### src/rtl/dip_scan_pkg.sv
// Shared types and sizing for the DIP/switch scan controller.
package dip_scan_pkg;

  localparam int DIP_W      = 16;
  localparam int SW_W       = 5;
  localparam int FRAME_BITS = DIP_W + SW_W;
  localparam int BIT_CNT_W  = $clog2(FRAME_BITS);
  localparam int MATCH_W    = 3;

  typedef enum logic [1:0] {
    IDLE  = 2'd0,
    LATCH = 2'd1,
    SHIFT = 2'd2,
    CHECK = 2'd3
  } scan_state_e;

  typedef logic [FRAME_BITS-1:0] frame_t;

  function automatic logic [MATCH_W-1:0] sat_inc(input logic [MATCH_W-1:0] value,
                                                 input logic [MATCH_W-1:0] limit);
    return (value >= limit) ? limit : value + MATCH_W'(1);
  endfunction

endpackage

### src/rtl/dip_scan_controller_if.sv
// Board-pin and host-facing signals of the scan controller.
interface dip_scan_controller_if;
  import dip_scan_pkg::*;

  logic             i_Data;
  logic             i_ScanReq;
  logic             i_Continuous;
  logic             o_SerClk;
  logic             o_Latch_n;
  logic [DIP_W-1:0] o_DIP16;
  logic [SW_W-1:0]  o_Switch5;
  logic             o_Changed;
  logic             o_Busy;
  logic             o_Stable;

  modport master (
    input  i_Data, i_ScanReq, i_Continuous,
    output o_SerClk, o_Latch_n, o_DIP16, o_Switch5, o_Changed, o_Busy, o_Stable
  );

  modport slave (
    output i_Data, i_ScanReq, i_Continuous,
    input  o_SerClk, o_Latch_n, o_DIP16, o_Switch5, o_Changed, o_Busy, o_Stable
  );

endinterface

### src/rtl/dip_scan_clkgen.sv
// Bit-period phase counter: serial clock level, data sample strobe and period-end strobe.
module dip_scan_clkgen #(
  parameter int CLK_DIV = 4
) (
  input  logic clk,
  input  logic rst,
  input  logic en,
  input  logic shift,
  output logic ser_clk,
  output logic sample,
  output logic period_end
);

  localparam int PH_W = $clog2(2 * CLK_DIV);
  localparam logic [PH_W-1:0] PH_LAST   = PH_W'(2 * CLK_DIV - 1);
  localparam logic [PH_W-1:0] PH_SAMPLE = PH_W'(CLK_DIV - 1);

  logic [PH_W-1:0] phase_r;
  logic [PH_W-1:0] phase_s;
  logic            ser_clk_r;

  // Phase advance; held at zero while disabled so every state starts a fresh period
  always_comb begin
    phase_s = '0;
    if (en && (phase_r != PH_LAST)) begin
      phase_s = phase_r + PH_W'(1);
    end else begin
      phase_s = '0;
    end
  end

  // Phase register and serial clock: high exactly while phase is in the second half
  always_ff @(posedge clk) begin
    if (rst) begin
      phase_r   <= '0;
      ser_clk_r <= 1'b0;
    end else begin
      phase_r   <= phase_s;
      ser_clk_r <= shift && (phase_r >= PH_SAMPLE) && (phase_r != PH_LAST);
    end
  end

  assign ser_clk    = ser_clk_r;
  assign sample     = shift && (phase_r == PH_SAMPLE);
  assign period_end = en && (phase_r == PH_LAST);

endmodule

### src/rtl/dip_scan_controller.sv
// Serial DIP/switch chain sequencer with frame-to-frame debounce and change strobe.
module dip_scan_controller
  import dip_scan_pkg::*;
#(
  parameter int CLK_DIV         = 4,
  parameter int DEBOUNCE_FRAMES = 3
) (
  input logic                  i_CLK,
  input logic                  i_RESET,
  dip_scan_controller_if.master bus
);

  localparam logic [BIT_CNT_W-1:0] BIT_LAST = BIT_CNT_W'(FRAME_BITS - 1);
  localparam logic [MATCH_W-1:0]   DEB_LIM  = MATCH_W'(DEBOUNCE_FRAMES);

  scan_state_e          state_r, state_s;
  logic [BIT_CNT_W-1:0] bit_cnt_r;
  frame_t               shift_r, prev_r;
  logic [MATCH_W-1:0]   match_r, match_s;
  logic [DIP_W-1:0]     dip_r;
  logic [SW_W-1:0]      sw_r;
  logic                 changed_r, stable_r, latch_n_r, busy_r;
  logic                 ser_clk_s, sample_s, period_end_s;
  logic                 deb_met_s, load_s;

  dip_scan_clkgen #(.CLK_DIV(CLK_DIV)) u_clkgen (
    .clk        (i_CLK),
    .rst        (i_RESET),
    .en         ((state_r == LATCH) || (state_r == SHIFT)),
    .shift      (state_r == SHIFT),
    .ser_clk    (ser_clk_s),
    .sample     (sample_s),
    .period_end (period_end_s)
  );

  // Next-state decode
  always_comb begin
    state_s = state_r;
    case (state_r)
      IDLE:    state_s = (bus.i_ScanReq || bus.i_Continuous) ? LATCH : IDLE;
      LATCH:   state_s = period_end_s ? SHIFT : LATCH;
      SHIFT:   state_s = (period_end_s && (bit_cnt_r == BIT_LAST)) ? CHECK : SHIFT;
      CHECK:   state_s = bus.i_Continuous ? LATCH : IDLE;
      default: state_s = IDLE;
    endcase
  end

  // Debounce decision for the frame just received; a differing frame restarts the run at one
  always_comb begin
    match_s   = (shift_r == prev_r) ? sat_inc(match_r, DEB_LIM) : MATCH_W'(1);
    deb_met_s = (match_s == DEB_LIM);
    load_s    = deb_met_s && (shift_r != {dip_r, sw_r});
  end

  // FSM, bit counter and deserialiser; strobes are registered from the next state
  always_ff @(posedge i_CLK) begin
    if (i_RESET) begin
      state_r   <= IDLE;
      latch_n_r <= 1'b1;
      busy_r    <= 1'b0;
      bit_cnt_r <= '0;
      shift_r   <= '0;
    end else begin
      state_r   <= state_s;
      latch_n_r <= (state_s != LATCH);
      busy_r    <= (state_s != IDLE);
      if (state_r != SHIFT) begin
        bit_cnt_r <= '0;
      end else if (period_end_s) begin
        bit_cnt_r <= (bit_cnt_r == BIT_LAST) ? '0 : bit_cnt_r + BIT_CNT_W'(1);
      end else begin
        bit_cnt_r <= bit_cnt_r;
      end
      if (sample_s) begin
        shift_r <= {shift_r[FRAME_BITS-2:0], bus.i_Data};
      end else begin
        shift_r <= shift_r;
      end
    end
  end

  // Debounce history and parallel outputs, updated only in CHECK
  always_ff @(posedge i_CLK) begin
    if (i_RESET) begin
      prev_r    <= '0;
      match_r   <= '0;
      dip_r     <= '0;
      sw_r      <= '0;
      changed_r <= 1'b0;
      stable_r  <= 1'b0;
    end else begin
      changed_r <= 1'b0;
      if (state_r == CHECK) begin
        prev_r  <= shift_r;
        match_r <= match_s;
        if (deb_met_s) begin
          stable_r <= 1'b1;
        end
        if (load_s) begin
          dip_r     <= shift_r[FRAME_BITS-1:SW_W];
          sw_r      <= shift_r[SW_W-1:0];
          changed_r <= 1'b1;
        end
      end
    end
  end

  assign bus.o_SerClk  = ser_clk_s;
  assign bus.o_Latch_n = latch_n_r;
  assign bus.o_DIP16   = dip_r;
  assign bus.o_Switch5 = sw_r;
  assign bus.o_Changed = changed_r;
  assign bus.o_Busy    = busy_r;
  assign bus.o_Stable  = stable_r;

endmodule

### src/flat_wrapper.sv
// flat-port wrapper written by rule: the top's interface ports become plain ports
module dip_scan_controller_flat import dip_scan_pkg::*;
#(
  parameter int CLK_DIV         = 4,
  parameter int DEBOUNCE_FRAMES = 3
)
  (i_CLK, i_RESET, bus_i_Data, bus_i_ScanReq, bus_i_Continuous, bus_o_SerClk, bus_o_Latch_n, bus_o_DIP16, bus_o_Switch5, bus_o_Changed, bus_o_Busy, bus_o_Stable);
  dip_scan_controller_if bus_i ();
  input logic i_CLK;
  input logic i_RESET;
  input wire logic [$bits(bus_i.i_Data)-1:0] bus_i_Data;
  input wire logic [$bits(bus_i.i_ScanReq)-1:0] bus_i_ScanReq;
  input wire logic [$bits(bus_i.i_Continuous)-1:0] bus_i_Continuous;
  output wire logic [$bits(bus_i.o_SerClk)-1:0] bus_o_SerClk;
  output wire logic [$bits(bus_i.o_Latch_n)-1:0] bus_o_Latch_n;
  output wire logic [$bits(bus_i.o_DIP16)-1:0] bus_o_DIP16;
  output wire logic [$bits(bus_i.o_Switch5)-1:0] bus_o_Switch5;
  output wire logic [$bits(bus_i.o_Changed)-1:0] bus_o_Changed;
  output wire logic [$bits(bus_i.o_Busy)-1:0] bus_o_Busy;
  output wire logic [$bits(bus_i.o_Stable)-1:0] bus_o_Stable;
  assign bus_i.i_Data = bus_i_Data;
  assign bus_i.i_ScanReq = bus_i_ScanReq;
  assign bus_i.i_Continuous = bus_i_Continuous;
  assign bus_o_SerClk = bus_i.o_SerClk;
  assign bus_o_Latch_n = bus_i.o_Latch_n;
  assign bus_o_DIP16 = bus_i.o_DIP16;
  assign bus_o_Switch5 = bus_i.o_Switch5;
  assign bus_o_Changed = bus_i.o_Changed;
  assign bus_o_Busy = bus_i.o_Busy;
  assign bus_o_Stable = bus_i.o_Stable;
  dip_scan_controller #(.CLK_DIV(CLK_DIV), .DEBOUNCE_FRAMES(DEBOUNCE_FRAMES)) u_core (.i_CLK(i_CLK), .i_RESET(i_RESET), .bus(bus_i));
endmodule
### config.mk
export PLATFORM = sky130hd
export DESIGN_NAME = dip_scan_controller_flat
export DESIGN_NICKNAME = d
export VERILOG_FILES = /design/src/rtl/dip_scan_pkg.sv /design/src/rtl/dip_scan_controller_if.sv /design/src/rtl/dip_scan_clkgen.sv /design/src/rtl/dip_scan_controller.sv /design/src/flat_wrapper.sv
export SDC_FILE = /design/constraint.sdc
export NUM_CORES = 1
export LEC_CHECK = 0
export BUFFER_PORTS_ARGS = -buffer_cell sky130_fd_sc_hd__buf_2
export CORE_MARGIN = 3
export CORE_UTILIZATION = 40
export DETAILED_ROUTE_END_ITERATION = 7
export PLACE_DENSITY = 0.65
export SYNTH_ARGS = -nofsm -noshare
export SYNTH_HDL_FRONTEND = slang
export SYNTH_SLANG_ARGS = --single-unit
### constraint.sdc
create_clock -name i_CLK -period 2 [get_ports i_CLK]
set_input_delay 0.2 -clock i_CLK [delete_from_list [all_inputs] [get_ports i_CLK]]
set_output_delay 0.2 -clock i_CLK [all_outputs]
set_load 0.01 [all_outputs]
# Yosys cells after proc, flatten, opt, wreduce, memory -nomap -nowiden
# Index checks and enable logic that the tools add are counted.
[classes]
bitwise_logic = 2
add_sub_neg = 3
muxes = 9
n_reduce_logical = 16
magnitude_cmp = 2
eq_ne = 12
[ops]
columns = ["cell", "count"]
rows = [
  ["equality test 21 bit", 1],
  ["!= test 21 bit", 1],
  ["case mux 2 bit (4 select lines)", 1],
  ["logical AND 1 bit", 7],
  ["adder 3 x 1 -> 3 bit, second input constant", 2],
  ["equality test 3 x 2 -> 1 bit, second input constant", 2],
  [">= comparator 3 x 2 -> 1 bit, second input constant", 2],
  ["two-way mux 3 bit", 2],
  ["OR reduction 2 bit", 3],
  ["adder 5 x 1 -> 5 bit, second input constant", 1],
  ["equality test 5 bit, second input constant", 1],
  ["two-way mux 5 bit", 1],
  ["equality test 2 bit, second input constant", 2],
  ["two-way mux 1 bit", 4],
  ["AND reduction 2 bit", 2],
  ["equality test 3 bit, second input constant", 1],
  ["!= test 3 bit, second input constant", 1],
  ["equality test 2 x 1 -> 1 bit, second input constant", 1],
  ["zero test 2 bit", 1],
  ["logical OR 1 bit", 2],
  ["two-way mux 2 bit", 1],
  ["!= test 2 x 1 -> 1 bit, second input constant", 1],
  ["!= test 2 bit, second input constant", 1],
  ["inverter 1 bit", 2],
  ["nonzero test 2 bit", 1],
]
[word_totals]
elab_cells = 57
in_bits = 5
output_inout_bits = 26
reg_bits = 81

# Logic depth before layout (Yosys ltp)
[depth]
word_depth = 7
ltp_mapped = 9
depth_no_buf = 8

# Hierarchy
# A second synthesis with hierarchy kept.
[hier_totals]
cells_unflattened = 402
hier_area_um2 = 3849.9
[by_module_without_submodules]
columns = ["module", "area_per_inst_um2", "instances", "seq_area_each_um2", "cells_each"]
rows = [
  ["dip_scan_controller", 3674.8, 1, 1541.5, 385],
  ["dip_scan_clkgen", 175.2, 1, 80.1, 17],
]

# Worst setup path before layout
# OpenSTA, ideal clock, no wires.
[synth_path]
path_kind = "reg2reg"
from = "register u_core.shift_r[13]"
to = "register u_core.dip_r[1] (netlist: u_core.bus.o_DIP16[1])"
stages_incl_launch_ff = 9
arrival_ns = 1.912
period_less_slack_ns = 2.045
required_time_ns = 1.868
slack_ns = -0.045
setup_time_ns = 0.132
n_path_buf = 2
cell_sequence = "dfxtp_1 > buf_6 > xor2_1 > nor4_2 > nand4_2 > or4_4 > buf_6 > o21ai_2 > a21oi_1"
[synth_between]
elab_chain_cells = 5
word_cells_on_any_way = 6
cone_classes = "eq/ne (3); mux (1); reduce/logical (2)"
[synth_rtl]
columns = ["element", "line", "text"]
rows = [
  ["from (decl)", "dip_scan_controller.sv:18", "frame_t shift_r, prev_r;"],
  ["from (signal assigned)", "dip_scan_controller.sv:75", "shift_r <= {shift_r[FRAME_BITS-2:0], bus.i_Data};"],
  ["from (signal assigned)", "dip_scan_controller.sv:77", "shift_r <= shift_r;"],
  ["equality test 21 bit", "dip_scan_controller.sv:50", "match_s = (shift_r == prev_r) ? sat_inc(match_r, DEB_LIM) : MATCH_W'(1);"],
  ["two-way mux 3 bit", "dip_scan_controller.sv:50", ""],
  ["equality test 3 x 2 -> 1 bit", "dip_scan_controller.sv:51", "deb_met_s = (match_s == DEB_LIM);"],
  ["logical AND 1 bit *", "dip_scan_controller.sv:52", "load_s = deb_met_s && (shift_r != {dip_r, sw_r});"],
  ["AND reduction 2 bit (no source line) *", "--", ""],
  ["to (signal assigned)", "dip_scan_controller.sv:100", "dip_r <= shift_r[FRAME_BITS-1:SW_W];"],
  ["to (decl)", "dip_scan_controller.sv:20", "logic [DIP_W-1:0] dip_r;"],
]
# Every way passes the cells marked *; elsewhere a longest branch is shown, timed or not.
# A chain may end at the register's enable or synchronous reset.

# Worst setup path in the final report
[layout_path]
from = "register u_core.shift_r[7]"
to = "register u_core.dip_r[8] (netlist: u_core.bus.o_DIP16[8])"
# The elaborated chain is that of the path after synthesis.

==> impl_results.md <==
* Num ports at 31
* RSZ-0062 raised after global routing: yes
* Most frequent cell after synthesis: dfxtp_1
* Type of origin of the critical path: register
* Final Util at 50.87%
* # diodes at 0
* Final nets at 485
* Cell Area, Placed at 4193 um^2
* Max Fanout on Critical Path at 12
* Primary FF master, synth: dfxtp_1
* Later-pin clock latency in the skew report at 0.36 ns
* Layout area overhead at 20.15%
* Synth Area per Inst at a little under 9 um^2
* Synth Net Count at 442
* Post-Place Cells at roughly 560
* Synth Warn # at 0
* Power per cell area at 639.4 nW/um^2
* Worst slew pin tran at around 0.45 ns
* Crit. End Element: register
* Failing checks: setup timing
* Max-slew violations at 0
* Final Skew at between 0.01 and 0.015 ns
* Share of the synthesized area in the top cell type at 42.87%
* Detailed placement HPWL at 5.916 mm
* Router iterations before antenna repair at 4
* Fmax at 474.8 MHz
* Tmin final at 2.106 ns
* Synth Area in XOR/XNOR at between 10% and 20%
* Post-Syn Area at about 3800 um^2
* Clock root cell: clkbuf_8
* Design Area, Final at 4544 um^2
* Slew Limit Headroom at 69.71%
* Wirelength per Cell at 15.22 um
* Row cnt at 34
* CP arrival at around 2.3 ns
* Post-synthesis compound-gate area fraction at between 10% and 20%
* Post-synth ARST share at 0%
* Clk sinks at 81
* Seq/Total Area, Yosys at 42.87%
* Clock tree buffer depth at 2
* Routed Antenna Nets at 0
* CTS tree: done
* Worst Setup Path Type: register to register
* Ranking of synthesized cells by area: dfxtp_1 (43%), a21oi_1 (6.0%), mux2i_1 (5.6%)
* Initial antenna violation count at 0
* Commonest cells post-synth: dfxtp_1 (81), nand2_1 (50), a21oi_1 (45)
* Port Buf Inserts at 30
* First-pass GRT wire length at 14.28 mm
* Total power at 0.002906 W
* Total gr overflow at 0
* Setup violators final at 20
* Die Area at approximately 11000 um^2
* Routed WL at 8.859 mm
* Worst IR Drop VDD at 0.0003500 V
* Die H at 103.2 um
* Post-Layout Cell Count at 582
* Synth Area in Simple Gates at 17.43%
* Setup Total Neg Slack at -1.126 ns
* Core footprint at 8934 um^2
* Largest family of logic cells by synthesized area: simple AND/OR/NAND/NOR gates
* Period utilization at 105.3%
* Via count at just over 3000
* CTS Hold Bufs at 0
* Initial Utilization at 42.34%
* Routability cong. at around 0.8
* Max-cap violations at 0
* Cell taking the most area after synthesis: dfxtp_1
* Final worst slack at -0.1063 ns
* Post-Synth Adder-Cell Area at 3.639%
* Post-synth EDFFs at 0
* Flops & latches, synth at 81
* Post-synthesis mux area share at roughly 5.6%
* Syn Inst Count at 426
* Final-report hold violation count at 0
* Global Route Usage Sum at between 15 and 20%
* Largest net degree at the start of global routing at 38
* Vias per cell at about 5.2
* P_leak at approximately 1.8 nW
* H-tree depth at 3
* Clock-pin slew on the worst setup and hold paths at 0.09 ns
* Share of layout cells above drive strength 1 at ~28%
* Vias in the first global route at 2933
* Required @ worst endpoint at 2.24 ns
* Outcome: finished, violations left
* 1st-iter DRT viols at 226
* Synth unique cells at 41
* Die X-Extent at slightly above 100 um
* Total CTS buffers at 9
* Hold/Removal Path Class: input port to register
* DR DRC count at 0
[critical path, stage by stage, from the launching register on]
cell     delay [ns]
dfxtp_2        0.34
xor2_2         0.18
nor4_2         0.27
buf_4          0.17
nand3_4        0.06
or4_4          0.57
buf_12         0.18
o21ai_2        0.13
a21oi_1        0.09
[cells in the final DEF (no fill, tap or decap), drive strengths merged, types with 8 or more instances in the layout]
cell,instances
a21oi,46
buf,73
clkbuf,11
dfxtp,81
ha,11
inv,9
mux2i,21
nand2,51
nand3,28
nor2,36
nor4,8
o21ai,22
xnor2,22
xor2,24
[worst paths after layout]
path / slack [ns] / cells after the start / from / endpoint
setup / recovery: -0.11 / 8 / u_core.shift_r[7] / u_core.bus.o_DIP16[8]
hold / removal: 0.09 / 3 / bus_i_Data / u_core.shift_r[0]
setup reg to reg: -0.11 / 8 / u_core.shift_r[7] / u_core.bus.o_DIP16[8]
hold reg to reg: 0.45 / 1 / u_core.u_clkgen.phase_r[0] / u_core.u_clkgen.phase_r[0]
[kinds of logic after synthesis]
kind of cell	Yosys count
AOI/OAI and AO/OA	76
xor gates and xnor gates	46
adders and majority gates	11
buffers and inverters	50
DFF	81
muxes	21
and+or+nand+nor	141
[area by class of cell]
cell class              instances  area, um^2
fillers                       863        4389
multi-input cells             295        1976
flip-flops and latches         81        1625
repair buffers                 75       580.6
well taps                     108       135.1
clock buffers                   9       123.9
clock inverters                 7       77.57
inverters                       7       26.28
[sequential cells by signal (all words and copies together), names as in the netlist, 2 cells and up]
name	cells
u_core.bus.o_DIP16	16
u_core.bit_cnt_r	5
u_core.u_clkgen.phase_r	3
u_core.match_r	3
u_core.bus.o_Switch5	5
u_core.state_r	2
u_core.shift_r	21
u_core.prev_r	21
[what timing repair did]
item / CTS / global route
resized for setup: 7 / 13
endpoints found under the setup margin: 21 / 24
buffers inserted: 0 / 2
pin swaps: 3 / 4
cloned: 0 / 2
[through the flow]
stage	worst slack, ns	hold WS, ns
after global placement	-0.1474	0.4411
final	-0.1063	0.08667
after global routing	-0.1825	0.08325
after CTS	-0.09089	0.07181
after floorplan	-0.02383	0.3360
after detailed placement	-0.1916	0.4460
[power breakdown]
group | switching (W) | internal, W
Sequential | 0.00000448 | 0.00162
Clock | 0.000636 | 0.000587
Combinational | 0.0000401 | 0.0000184
[routing by layer]
| metal | track usage, % | part of all wire, % |
|---|---|---|
| met5 | 0 | 0 |
| met4 | 5.478 | 1.1 |
| met3 | 4.024 | 5.1 |
| met2 | 27.68 | 48 |
| met1 | 23.23 | 46 |
(Power assumes the default switching activity.)
